<file path="config.mk">
export PLATFORM = sky130hd
export DESIGN_NAME = gun_port_responder
export DESIGN_NICKNAME = d
export VERILOG_FILES = /design/src/rtl/gun_pkg.sv /design/src/rtl/gun_crosshair.sv /design/src/rtl/gun_port_responder.sv
export SDC_FILE = /design/constraint.sdc
export NUM_CORES = 1
export LEC_CHECK = 0
export BUFFER_PORTS_ARGS = -buffer_cell sky130_fd_sc_hd__buf_2
export CORE_MARGIN = 2
export CORE_UTILIZATION = 50
export CTS_CLUSTER_DIAMETER = 200
export CTS_CLUSTER_SIZE = 10
export DETAILED_ROUTE_END_ITERATION = 12
export GPL_TIMING_DRIVEN = 0
export PLACE_DENSITY = 0.81
export SYNTH_ARGS = -nofsm -noshare
export SYNTH_HDL_FRONTEND = slang
export SYNTH_SLANG_ARGS = --single-unit
</file>
<file path="constraint.sdc">
create_clock -name clock_12 -period 6.7 [get_ports clock_12]
set_input_delay 0.335 -clock clock_12 [delete_from_list [all_inputs] [get_ports clock_12]]
set_output_delay 0.335 -clock clock_12 [all_outputs]
set_load 0.01 [all_outputs]
</file>
<file path="src/rtl/gun_pkg.sv">
// gun_pkg: shared constants, lock states and the position clamp for the light-gun responder
package gun_pkg;
  localparam logic [5:0] GUN_MAX = 6'd62;
  localparam logic SEL_H = 1'b0;
  localparam logic SEL_V = 1'b1;
  localparam int XH_ARM = 3;
  typedef enum logic {IDLE, LOCKED} gun_lock_t;
  function automatic logic [5:0] gun_clamp(input logic [5:0] p);
    return (p > GUN_MAX) ? GUN_MAX : p;
  endfunction
endpackage

</file>
<file path="src/rtl/gun_crosshair.sv">
// gun_crosshair: registered crosshair pixel centred on the sampled gun position
module gun_crosshair import gun_pkg::*; #(
  parameter int H_OFFSET = 48,
  parameter int V_OFFSET = 16
) (
  input  logic       clock_12,
  input  logic       reset_n,
  input  logic [5:0] sh_h,
  input  logic [5:0] sh_v,
  input  logic [8:0] hcnt,
  input  logic [8:0] vcnt,
  output logic       xhair
);
  logic [8:0] x, y;
  logic hit;
  function automatic logic near(input logic [8:0] a, input logic [8:0] b);
    return ({1'b0, a} + 10'(XH_ARM) >= {1'b0, b}) && ({1'b0, a} <= {1'b0, b} + 10'(XH_ARM));
  endfunction
  assign x = 9'(H_OFFSET) + {1'b0, sh_h, 2'b00};
  assign y = 9'(V_OFFSET) + {1'b0, sh_v, 2'b00};
  assign hit = ((vcnt == y) && near(hcnt, x)) || ((hcnt == x) && near(vcnt, y));
  always_ff @(posedge clock_12 or negedge reset_n)
    if (!reset_n) xhair <= 1'b0;
    else xhair <= hit;
endmodule

</file>
<file path="src/rtl/gun_port_responder.sv">
// gun_port_responder: coherent gun position snapshot with H-then-V CPU lock protocol.
// Define GUN_CROSSHAIR_EN to build the crosshair overlay; otherwise xhair is tied low.
module gun_port_responder import gun_pkg::*; #(
  parameter int LOCK_TIMEOUT = 4096,
  parameter int H_OFFSET = 48,
  parameter int V_OFFSET = 16
) (
  input  logic       clock_12,
  input  logic       reset_n,
  input  logic [5:0] gun_h,
  input  logic [5:0] gun_v,
  input  logic       cnt_4ms,
  input  logic       cpu_rd,
  input  logic       cpu_sel,
  output logic [7:0] cpu_dout,
  output logic       cpu_dout_valid,
  output logic       sample_new,
  input  logic [8:0] hcnt,
  input  logic [8:0] vcnt,
  output logic       xhair
);
  localparam int CW = (LOCK_TIMEOUT > 1) ? $clog2(LOCK_TIMEOUT) : 1;
  gun_lock_t state, state_d;
  logic tick_q, tick, rd_h, rd_v, pd_valid, pd_valid_d, new_d;
  logic [5:0] sh_h, sh_v, pd_h, pd_v, in_h, in_v;
  logic [5:0] sh_h_d, sh_v_d, pd_h_d, pd_v_d;
  logic [CW-1:0] cnt, cnt_d;
  assign tick = cnt_4ms & ~tick_q;
  assign rd_h = cpu_rd & (cpu_sel == SEL_H);
  assign rd_v = cpu_rd & (cpu_sel == SEL_V);
  assign in_h = gun_clamp(gun_h);
  assign in_v = gun_clamp(gun_v);
  always_comb begin
    state_d = state;
    {sh_h_d, sh_v_d} = {sh_h, sh_v};
    {pd_h_d, pd_v_d} = {pd_h, pd_v};
    pd_valid_d = pd_valid;
    new_d = sample_new;
    cnt_d = cnt;
    if (state == IDLE) begin
      if (pd_valid) {sh_h_d, sh_v_d, pd_valid_d, new_d} = {pd_h, pd_v, 1'b0, 1'b1};
      if (rd_h) begin
        state_d = LOCKED;
        cnt_d = CW'(LOCK_TIMEOUT - 1);
        new_d = pd_valid;
        if (tick) {pd_h_d, pd_v_d, pd_valid_d} = {in_h, in_v, 1'b1};
      end else if (tick) {sh_h_d, sh_v_d, new_d} = {in_h, in_v, 1'b1};
    end else begin
      if (tick) {pd_h_d, pd_v_d, pd_valid_d} = {in_h, in_v, 1'b1};
      if (rd_h) begin
        cnt_d = CW'(LOCK_TIMEOUT - 1);
        new_d = 1'b0;
      end else if (rd_v || cnt == '0) begin
        state_d = IDLE;
        // a tick on the release edge is promoted on the following IDLE cycle instead
        if (pd_valid && !tick) {sh_h_d, sh_v_d, pd_valid_d, new_d} = {pd_h, pd_v, 1'b0, 1'b1};
      end else cnt_d = cnt - 1'b1;
    end
  end
  always_ff @(posedge clock_12 or negedge reset_n)
    if (!reset_n) begin
      state <= IDLE;
      tick_q <= 1'b0;
      {sh_h, sh_v, pd_h, pd_v} <= '0;
      pd_valid <= 1'b0;
      sample_new <= 1'b0;
      cnt <= '0;
      cpu_dout <= '0;
      cpu_dout_valid <= 1'b0;
    end else begin
      state <= state_d;
      tick_q <= cnt_4ms;
      {sh_h, sh_v, pd_h, pd_v} <= {sh_h_d, sh_v_d, pd_h_d, pd_v_d};
      pd_valid <= pd_valid_d;
      sample_new <= new_d;
      cnt <= cnt_d;
      cpu_dout_valid <= cpu_rd;
      if (cpu_rd) cpu_dout <= {sample_new, 1'b0, (cpu_sel == SEL_V) ? sh_v : sh_h};
    end
`ifdef GUN_CROSSHAIR_EN
  gun_crosshair #(.H_OFFSET(H_OFFSET), .V_OFFSET(V_OFFSET)) u_xhair (
    .clock_12(clock_12), .reset_n(reset_n), .sh_h(sh_h), .sh_v(sh_v),
    .hcnt(hcnt), .vcnt(vcnt), .xhair(xhair)
  );
`else
  logic unused_xh;
  assign unused_xh = ^{hcnt, vcnt, H_OFFSET, V_OFFSET};
  assign xhair = 1'b0;
`endif
endmodule

</file>
==> metrics.yaml <==
status: "finished clean"
cp.arrival_ns: 2.82
core_area_sq_um: 4690
max_freq_mhz: 379
clk_pin_slew_ns: 0.08
die_area_sq_um: 5430
seq_area_sq_um: 1200
clkSinkCount: 48
grt.overflow.total: 0
fin_ws_ns: 4.06
die_w_microns: 73.7
antenna_cells: 0
hpwl_microns: 3630
routabilityCongestion: 0.801
r2r_start: "cnt[0]$_DFFE_PN0P_"
grt_pass1_vias: 1773
synth_area_per_cell_sq_um: 10.5
cp.required_ns: 6.88
reg2reg_depth: 8
die_y_microns: 73.7
synthesis.instances: 232
holdBufCountCts: 0
row_count: 25
p_leak_nw: 1.13
cpPeakStageDelay_ns: 0.47
cp_max_fo: 10
synthesis.area_sq_um: 2430
cpMaxStageDelayCell: "or3b_2"
worstSetupStartpointType: "flop"
crit_path_end_kind: "flop"
drive_gt1_share_pct: 20.1
crit_type: "reg -> reg"
peakVddDrop_v: 0.000134
drt_iter0_drc: 135
fin_crit_ns: 2.64
vias_per_cell: 5.77
drv_cap: 0
h-tree-depth: 2
synthSimpleGateAreaFrac_pct: 13.0
cts_resized: 0
period_share_pct: 39.3
rsz0062_at_grt: "false"
synth.yosys.seq_area_share_pct: 49.5
tns_ns: 0
finClkSkew_ns: 0.00438
nets: 301
synth_top_family_by_area: "compound AO/OA/AOI/OAI gates"
hold_start: "cpu_rd"
synth_mux_area_share_pct: 13.0
holdPathStages: 1
grt_pass1_wl_microns: 8370
worst-r2r-setup-slack_ns: 4.06
drtPass1Iterations: 4
wire_per_inst_microns: 15.4
report.final.slew_viol_count: 0
setup_viol: 0
hold_viol_final: 0
dp_slack_ns: 4.10
min_path_type: "in -> reg"
routed_wl_microns: 4900
vias: 1834
cp_cell_sequence: "inv_1 -> ha_1 -> or3b_2 -> or2_2 -> o31a_1 -> o21a_1 -> buf_6 -> a221o_1"
yosys_warnings: 0
postCtsSetupRepairBufs: 0
fin_area_sq_um: 2720
synth-seq-cells: 48
synthAdderAreaFrac_pct: 1.03
track_usage_pct: 20.2
placed_area_sq_um: 2620
syn_to_final_growth_pct: 11.9
cts_tree: "yes"
r2r_end: "sh_h[3]$_DFFE_PN0P_"
min_to: "cpu_dout_valid$_DFF_PN0_"
grt_max_degree: 49
max_slew_margin_pct: 31.9
ant_nets: 0
multi_input_area_sq_um: 1130
cts_buffer_depth: 2
start_util_pct: 51.7
fillCellCount: 406
fin_total_pwr_w: 0.000724
instances_no_fill: 318
route.detailed.drc: 0
yosysUniqueCellTypes: 42
cellPowerDensity_nw_per_um2: 267
synth-xor-area-share_pct: 1.44
numPortBuffers: 24
worst_slew_pin_slew_ns: 1.02
root_buffer: "clkbuf_8"
cts_inserted_buffers: 5
post-place-cells: 311
synth_compound_area_share_pct: 17.9
antenna_found_initial: 0
insertion_delay_ns: 0.30
io_pins: 46
-- per-stage QoR --
step                hold WS (ns)  utilization (%)
floorplan                 0.0394                -
global placement           0.459             55.8
detailed placement         0.463             55.8
CTS                        0.153             57.9
global route               0.153             57.9
finish                     0.157             57.9
-- cell usage in the layout (no fill, tap or decap), types with 4 or more instances in the layout --
cell type  count
clkbuf_8       7
dfrtp_1       48
buf_2         25
o21ai_0       10
xnor2_1        4
nor2_1        23
a21oi_1       14
inv_1          4
nand2_1       14
a221o_1       11
a211oi_1      14
nand2b_1       4
mux2_2        12
mux2i_1       18
clkbuf_1      11
-- kinds of logic after synthesis --
kind of cell | after synthesis
AO/OA/AOI/OAI | 62
adder cells (fa/ha/maj) | 2
buffers and inverters | 21
XOR/XNOR | 4
other | 1
multiplexers | 30
flip-flops | 48
AND/OR/NAND/NOR | 64
-- worst max-delay path by stage --
stage / from / to / slack [ns] / cells after the start
after global routing: cnt[0]$_DFFE_PN0P_ / sh_h[4]$_DFFE_PN0P_ / 3.91 / 8
after CTS: cnt[0]$_DFFE_PN0P_ / sh_h[3]$_DFFE_PN0P_ / 4.08 / 8
after detailed placement: cnt[0]$_DFFE_PN0P_ / sh_h[3]$_DFFE_PN0P_ / 4.10 / 8
after floorplan: cnt[0]$_DFFE_PN0P_ / sh_h[2]$_DFFE_PN0P_ / 4.27 / 8
after global placement: cnt[0]$_DFFE_PN0P_ / sh_h[3]$_DFFE_PN0P_ / 4.13 / 8
final: cnt[0]$_DFFE_PN0P_ / sh_h[3]$_DFFE_PN0P_ / 4.06 / 8
-- cells in the mapped netlist --
cell       instances  area (sq um)
nand3_1            3          15.0
inv_1              4          15.0
or2_2              3          18.8
conb_1             1          3.75
o31a_1             1          8.76
or3b_2             1          8.76
nor4_1             2          12.5
buf_1              2          7.51
o32a_1             1          10.0
a31oi_1            2          12.5
buf_2              1          5.00
a221o_1           11           110
nor2b_1            3          18.8
a211oi_1          14           105
dfrtp_1           48          1200
or3_1              1          6.26
nor3b_1            1          7.51
o22ai_1            1          6.26
nor3_1             3          15.0
mux2i_1           18           180
or4_4              1          11.3
nand2_1           14          52.6
o21ai_0           10          50.1
mux2_2            12           135
o41ai_1            1          8.76
nor2_1            23          86.3
a2111oi_0          2          17.5
xnor2_1            4          35.0
buf_6              1          11.3
clkbuf_1          11          41.3
nand3b_1           1          7.51
or3_4              1          11.3
o21a_1             2          15.0
a21oi_1           14          70.1
buf_4              2          15.0
a21o_1             1          7.51
o21ai_1            1          5.00
and3_1             2          12.5
a2bb2oi_1          1          8.76
or4_1              1          7.51
nand2b_1           4          25.0
ha_1               2          25.0
-- layout make-up --
class / instances / share of cell area [%]
flip-flops and latches: 48 / 44.2
plain buffers: 17 / 2.95
inverters: 4 / 0.553
multi-input cells: 164 / 41.8
well taps: 54 / 2.49
clock buffers: 7 / 3.55
repair buffers: 24 / 4.42
-- power breakdown --
group	switching, W	internal, W	total (W)
clock	0.0000882	0.0000919	0.000180
combinational	0.0000742	0.0000778	0.000152
sequential	0.0000470	0.000345	0.000392
total	0.000209	0.000514	0.000724
-- per-layer routing --
metal | GRT usage (%) | wire length [microns]
met5 | 0 | 0
met4 | 6.67 | 75
met3 | 3.70 | 216
met2 | 29.7 | 2150
met1 | 30.1 | 2450
-- state kept, by name, indices dropped and copies added, names as in the netlist --
name            cells
cnt                12
cpu_dout            7
cpu_dout_valid      1
pd_h                6
pd_v                6
pd_valid            1
sample_new          1
sh_h                6
sh_v                6
state               1
tick_q              1
-- worst max-delay path: cells and delay by family (launching register included) --
| kind | cells | cell delay (ns) |
|---|---|---|
| fa+ha+maj | 1 | 0.16 |
| flops | 1 | 0.41 |
| simple gates | 2 | 0.81 |
| buf+inv | 2 | 0.24 |
| compound gates | 3 | 0.90 |
Power figures use the tool's default switching activity.
